[src/rtl/vga_frame_sched_pkg.sv]
// Shared types and constants for the VGA frame update scheduler.
package vga_sched_pkg;

  localparam int H_ACTIVE = 640;
  localparam int V_ACTIVE = 480;

  localparam logic [1:0] PH_PADDLE  = 2'd0;
  localparam logic [1:0] PH_BALL    = 2'd1;
  localparam logic [1:0] PH_COLLIDE = 2'd2;

  typedef enum logic [2:0] {
    IDLE    = 3'd0,
    PADDLE  = 3'd1,
    BALL    = 3'd2,
    COLLIDE = 3'd3,
    DONE    = 3'd4
  } sched_state_t;

endpackage

[src/rtl/vga_frame_sched_if.sv]
// Update handshake between the frame scheduler (master) and game logic (slave).
interface vga_frame_sched_if;
  logic       upd_req;
  logic [1:0] upd_phase;
  logic       upd_ack;

  modport master (output upd_req, output upd_phase, input upd_ack);
  modport slave  (input upd_req, input upd_phase, output upd_ack);
endinterface

[src/rtl/vga_frame_sched_watchdog.sv]
// Per-phase watchdog: counts cycles while start (the phase request) is high
// and flags expiry on the TIMEOUT-th unacknowledged cycle.
module vga_phase_watchdog #(
  parameter int TIMEOUT = 1023
) (
  input  logic clk,
  input  logic reset,
  input  logic start,
  input  logic ack,
  output logic expired
);
  localparam int CW = $clog2(TIMEOUT + 1);

  logic [CW-1:0] count;

  // The request drops for a cycle between phases, which clears the count on entry.
  always_ff @(posedge clk) begin
    if (!reset || !start || ack) count <= '0;
    else                         count <= count + CW'(1);
  end

  assign expired = start && !ack && (count == CW'(TIMEOUT - 1));

endmodule

[src/rtl/vga_frame_sched.sv]
// Frame update scheduler: at the first blanking line it walks game logic through
// PADDLE/BALL/COLLIDE update phases. Define WATCHDOG_EN for a per-phase timeout.
//   state   | meaning
//   IDLE    | waiting for a refresh point
//   PADDLE  | paddle update requested (req low for one cycle on entry gaps)
//   BALL    | ball update requested
//   COLLIDE | collision update requested
//   DONE    | sequence complete, one cycle before IDLE
module vga_frame_sched #(
  parameter int V_ACTIVE = vga_sched_pkg::V_ACTIVE,
  parameter int TIMEOUT  = 1023
) (
  input  logic              clk,
  input  logic              reset,
  input  logic              p_tick,
  input  logic              video_on,
  input  logic [9:0]        pixel_x,
  input  logic [9:0]        pixel_y,
  input  logic              pause,
  input  logic              err_clr,
  vga_frame_sched_if.master upd,
  output logic              frame_tick,
  output logic              busy,
  output logic [15:0]       frame_cnt,
  output logic              overrun,
  output logic              timeout_err
);
  import vga_sched_pkg::*;

  sched_state_t state;
  logic refr, top_tick, expired, advance, ovr_set;
  logic unused_video_on;

  assign unused_video_on = video_on;
  assign refr     = p_tick && (pixel_x == 10'd0) && (pixel_y == 10'(V_ACTIVE));
  assign top_tick = p_tick && (pixel_x == 10'd0) && (pixel_y == 10'd0);
  assign advance  = upd.upd_req && (upd.upd_ack || expired);
  assign ovr_set  = (refr && state != IDLE) || (top_tick && busy);

  always_ff @(posedge clk) begin
    if (!reset) begin
      state         <= IDLE;
      upd.upd_req   <= 1'b0;
      upd.upd_phase <= PH_PADDLE;
      busy          <= 1'b0;
    end else begin
      unique case (state)
        IDLE: begin
          if (refr && !pause) begin
            state         <= PADDLE;
            upd.upd_req   <= 1'b1;
            upd.upd_phase <= PH_PADDLE;
            busy          <= 1'b1;
          end
        end
        // On advance the request drops for one cycle, then the next phase re-raises it.
        PADDLE: begin
          if (advance) begin
            state         <= BALL;
            upd.upd_req   <= 1'b0;
            upd.upd_phase <= PH_BALL;
          end else begin
            upd.upd_req   <= 1'b1;
          end
        end
        BALL: begin
          if (advance) begin
            state         <= COLLIDE;
            upd.upd_req   <= 1'b0;
            upd.upd_phase <= PH_COLLIDE;
          end else begin
            upd.upd_req   <= 1'b1;
          end
        end
        COLLIDE: begin
          if (advance) begin
            state       <= DONE;
            upd.upd_req <= 1'b0;
          end else begin
            upd.upd_req <= 1'b1;
          end
        end
        DONE: begin
          state         <= IDLE;
          upd.upd_phase <= PH_PADDLE;
          busy          <= 1'b0;
        end
        default: begin
          state         <= IDLE;
          upd.upd_req   <= 1'b0;
          upd.upd_phase <= PH_PADDLE;
          busy          <= 1'b0;
        end
      endcase
    end
  end

  // A set event in the same cycle as err_clr keeps the flag high.
  always_ff @(posedge clk) begin
    if (!reset) begin
      frame_tick <= 1'b0;
      frame_cnt  <= '0;
      overrun    <= 1'b0;
    end else begin
      frame_tick <= refr;
      if (refr) frame_cnt <= frame_cnt + 16'd1;
      overrun    <= ovr_set | (overrun & ~err_clr);
    end
  end

`ifdef WATCHDOG_EN
  vga_phase_watchdog #(.TIMEOUT(TIMEOUT)) u_watchdog (
    .clk     (clk),
    .reset   (reset),
    .start   (upd.upd_req),
    .ack     (upd.upd_ack),
    .expired (expired)
  );

  always_ff @(posedge clk) begin
    if (!reset) timeout_err <= 1'b0;
    else        timeout_err <= expired | (timeout_err & ~err_clr);
  end
`else
  localparam int unused_timeout = TIMEOUT;
  assign expired     = 1'b0;
  assign timeout_err = 1'b0;
`endif

endmodule

[src/flat_wrapper.sv]
// flat-port wrapper written by rule: the top's interface ports become plain ports
module vga_frame_sched_flat import vga_sched_pkg::*;
#(
  parameter int V_ACTIVE = vga_sched_pkg::V_ACTIVE,
  parameter int TIMEOUT  = 1023
)
  (clk, reset, p_tick, video_on, pixel_x, pixel_y, pause, err_clr, frame_tick, busy, frame_cnt, overrun, timeout_err, upd_upd_req, upd_upd_phase, upd_upd_ack);
  vga_frame_sched_if upd_i ();
  input  logic clk;
  input  logic reset;
  input  logic p_tick;
  input  logic video_on;
  input  logic [9:0] pixel_x;
  input  logic [9:0] pixel_y;
  input  logic pause;
  input  logic err_clr;
  output logic frame_tick;
  output logic busy;
  output logic [15:0] frame_cnt;
  output logic overrun;
  output logic timeout_err;
  output wire logic [$bits(upd_i.upd_req)-1:0] upd_upd_req;
  output wire logic [$bits(upd_i.upd_phase)-1:0] upd_upd_phase;
  input wire logic [$bits(upd_i.upd_ack)-1:0] upd_upd_ack;
  assign upd_upd_req = upd_i.upd_req;
  assign upd_upd_phase = upd_i.upd_phase;
  assign upd_i.upd_ack = upd_upd_ack;
  vga_frame_sched #(.V_ACTIVE(V_ACTIVE), .TIMEOUT(TIMEOUT)) u_core (.clk(clk), .reset(reset), .p_tick(p_tick), .video_on(video_on), .pixel_x(pixel_x), .pixel_y(pixel_y), .pause(pause), .err_clr(err_clr), .upd(upd_i), .frame_tick(frame_tick), .busy(busy), .frame_cnt(frame_cnt), .overrun(overrun), .timeout_err(timeout_err));
endmodule
[config.mk]
export PLATFORM = sky130hd
export DESIGN_NAME = vga_frame_sched_flat
export DESIGN_NICKNAME = d
export VERILOG_FILES = /design/src/rtl/vga_frame_sched_pkg.sv /design/src/rtl/vga_frame_sched_if.sv /design/src/rtl/vga_frame_sched_watchdog.sv /design/src/rtl/vga_frame_sched.sv /design/src/flat_wrapper.sv
export SDC_FILE = /design/constraint.sdc
export NUM_CORES = 1
export LEC_CHECK = 0
export ABC_AREA = 1
export BUFFER_PORTS_ARGS = -buffer_cell sky130_fd_sc_hd__buf_2
export CAP_MARGIN = 20
export CORE_AREA = 2 2 58 60
export DETAILED_ROUTE_END_ITERATION = 10
export DIE_AREA = 0 0 60 62
export PLACE_DENSITY = 0.88
export SYNTH_ARGS = -nofsm -noshare
export SYNTH_HDL_FRONTEND = slang
export SYNTH_SLANG_ARGS = --single-unit
[constraint.sdc]
create_clock -name clk -period 2.4 [get_ports clk]
set_input_delay 0.48 -clock clk [delete_from_list [all_inputs] [get_ports clk]]
set_output_delay 0.48 -clock clk [all_outputs]
set_load 0.03 [all_outputs]
==> key figures <==
Yosys
  – Cells after Synth: around 230
  – Most numerous cell in the Yosys netlist: nand2_1
  – Sequential area share after synthesis: around 34%
  – Ys async rst share: 0%
  – Cell area after synthesis: roughly 1500 um^2
  – Post-synth top flop: dfxtp_1
  – Most common library cells after synthesis: 49 x nand2_1, 36 x inv_1, 27 x nor2_1
  – #FFs+latches synth: 25
  – Area contributors post-synth: dfxtp_1 34%, nand2_1 12%, inv_1 9.1%
  – Syn avg cell area: 6.56 um^2
  – Distinct cell type count after synthesis: 28
  – Post-synth top area share: between 30 and 40%
  – YS warnings: 0
  – Yosys top cell by area: dfxtp_1
  – Number of synthesized flops with an enable pin: 0
  – Syn_nets: between 200 and 300

Cells and area
  – Area delta synth->final: 20.2%
  – Number of nets in the layout: 304
  – Ant. Diodes: 0
  – Share of layout cells above drive strength 1: between 20 and 30%
  – Fin util: about 56%
  – # fillers: 320

Floorplanning
  – Die width: approximately 60 um
  – Row count: 21
  – Starting density of the core: between 40 and 50%
  – DIE AREA: between 3000 and 4000 um^2
  – Die Height: 62 um
  – # IOs: 50
  – Core area: between 3000 and 4000 um^2

Critical path
  – CP Launch Point: u_core.frame_cnt[4]
  – Crit Reg-Reg Startpoint: u_core.frame_cnt[4]
  – WP data required: around 2.6 ns
  – Arr. time, crit path: roughly 1.7 ns
  – Worst R2R End: u_core.frame_cnt[8]
  – Startpoint Class: flip-flop
  – Crit path capture type: flip-flop
  – Reg2Reg Setup Slack: about 0.92 ns
  – Kind of critical path: reg2reg
  – Critical path endpoint: u_core.frame_cnt[8]
  – Reg2Reg Depth: 6
  – Peak fanout along the critical path: 5

Timing
  – Fmax: about 670 MHz
  – Final worst-path cycle share: 61.8%
  – Final setup fails: 0
  – Hold_ws: ~0.43 ns
  – Slew Viols, Final: 0
  – Final hold vios: 0
  – Skew final: 0.00572 ns
  – RSZ-0062 raised after global routing: no
  – Minimum clock period: around 1.5 ns
  – Sum Neg Setup Slack: 0 ns

Clock network
  – CTS tree: built
  – CTS Hold Bufs: 0
  – CTS Buffer Depth: 2
  – Post-CTS resize count: 0
  – Root Driver: clkbuf_4
  – Post-CTS setup buffer count: 0
  – Clock transition at path regs: 0.13 ns
  – CTS Sinks: 25
  – Clk_lat worst skew: ~0.32 ns
  – H-tree Lvls: 1
  – CTS buffer count: 3

Routing
  – Drt pass-1 iters: 4
  – Post-route DRC: 0
  – Routed Antenna Nets: 0
  – Via Count: roughly 1500
  – Initial DRC Count: between 70 and 80
  – Vias/cell: around 4.8
  – Average routed wire per standard cell: approximately 10 um
  – Routed wire length: 3280 um

GRT
  – Largest net degree at the start of global routing: 16
  – First-pass GRT wire length: 5860 um
  – GRT Total Usage: between 20 and 25%
  – Initial antenna violation count: 0
  – Grt ovf: 0
  – Number of global-route vias before repair: roughly 1500

Run status
  – Status: finished, final reports clean

Power
  – Static Leak: 0.000813 uW
  – Design Power: 1080 uW
  – Worst ir drop on vdd: roughly 0.60 mV
  – Cell Pwr Density: approximately 600 nW/um^2

Place
  – Final HPWL DP: between 2000 and 3000 um
  – Port buffer count: 47
  – Placer Congestion: between 0.8 and 0.9

Flow run
  – Max Cap Violations: 0

Worst hold path
  – Worst Hold Class: in2reg
## layout make-up
class | count | area, um^2 | share of cell area [%]
inverters | 38 | 144 | 8.04
multi-input cells | 161 | 826 | 46.2
well taps | 46 | 57.6 | 3.22
repair buffers | 47 | 235 | 13.1
flip-flops and latches | 25 | 500 | 28.0
clock buffers | 4 | 26.3 | 1.47
## cells by family after synthesis
kind of cell             share of synthesized area [%]
AND/OR/NAND/NOR                                   39.8
buffers and inverters                             10.9
AO/OA/AOI/OAI                                     9.24
flip-flops                                        33.6
XOR/XNOR                                          5.29
adder cells (fa/ha/maj)                          0.840
other                                            0.252
## worst min-delay path by stage
stage	start	end	cells after the start	slack, ns
finish	err_clr	u_core.overrun	4	0.43
CTS	err_clr	u_core.overrun	4	0.41
detailed placement	u_core.busy	u_core.busy	2	0.48
floorplan	u_core.state[0]	u_core.state[0]	4	0.54
global route	pause	u_core.busy	4	0.45
global placement	u_core.overrun	u_core.overrun	2	0.47
## through the flow
| step | setup slack, ns | area [um^2] | cells |
|---|---|---|---|
| 2_1_floorplan | 0.942 | 1490 | 227 |
| 3_3_place_gp | 0.761 | 1760 | 317 |
| 3_5_place_dp | 0.685 | 1760 | 317 |
| 4_1_cts | 0.925 | 1790 | 321 |
| 5_1_grt | 0.790 | 1790 | 321 |
| 6_report | 0.916 | 1790 | 321 |
## cells in the final DEF, fill, tap and decap left out
cell	n
a21oi_1	15
a31oi_1	2
and2_2	1
buf_2	47
clkbuf_1	1
clkbuf_4	3
clkinv_2	1
conb_1	1
dfxtp_1	25
ha_1	1
inv_1	36
inv_2	1
nand2_1	49
nand2_2	3
nand2_4	1
nand3_1	11
nand3_2	3
nand4_1	7
nor2_1	27
nor2_2	6
nor2_4	2
nor3_1	11
nor3_2	2
o211ai_1	1
o21ai_0	7
o21bai_1	1
or2_2	1
xnor2_1	2
xor2_1	7
## power breakdown
group          internal [uW]  switching, uW  total (uW)
clock                   65.2            124         190
combinational            138            256         394
sequential               457           34.4         492
total                    660            415        1080
## layer usage
layer  GRT usage [%]  wire length [um]  vias to the layer above
met4            2.54                13                        0
met5               0                 0                        -
li1                -                 -                      813
met2            39.0              1680                       34
met3            4.14               121                        2
met1            23.4              1460                      681
## sequential cells by signal (all words and copies together) (netlist names)
name / cells
u_core.busy: 1
u_core.upd.upd_req: 1
u_core.overrun: 1
u_core.frame_tick: 1
u_core.state: 3
u_core.upd.upd_phase: 2
u_core.frame_cnt: 16
## worst max-delay path, stage by stage (launching register included)
cell and delay (ns):
dfxtp_1 0.43, inv_1 0.09, nor3_2 0.23, and2_2 0.22, nand4_1 0.11, o21ai_0 0.23
a21oi_1 0.06
(Power assumes the default switching activity.)
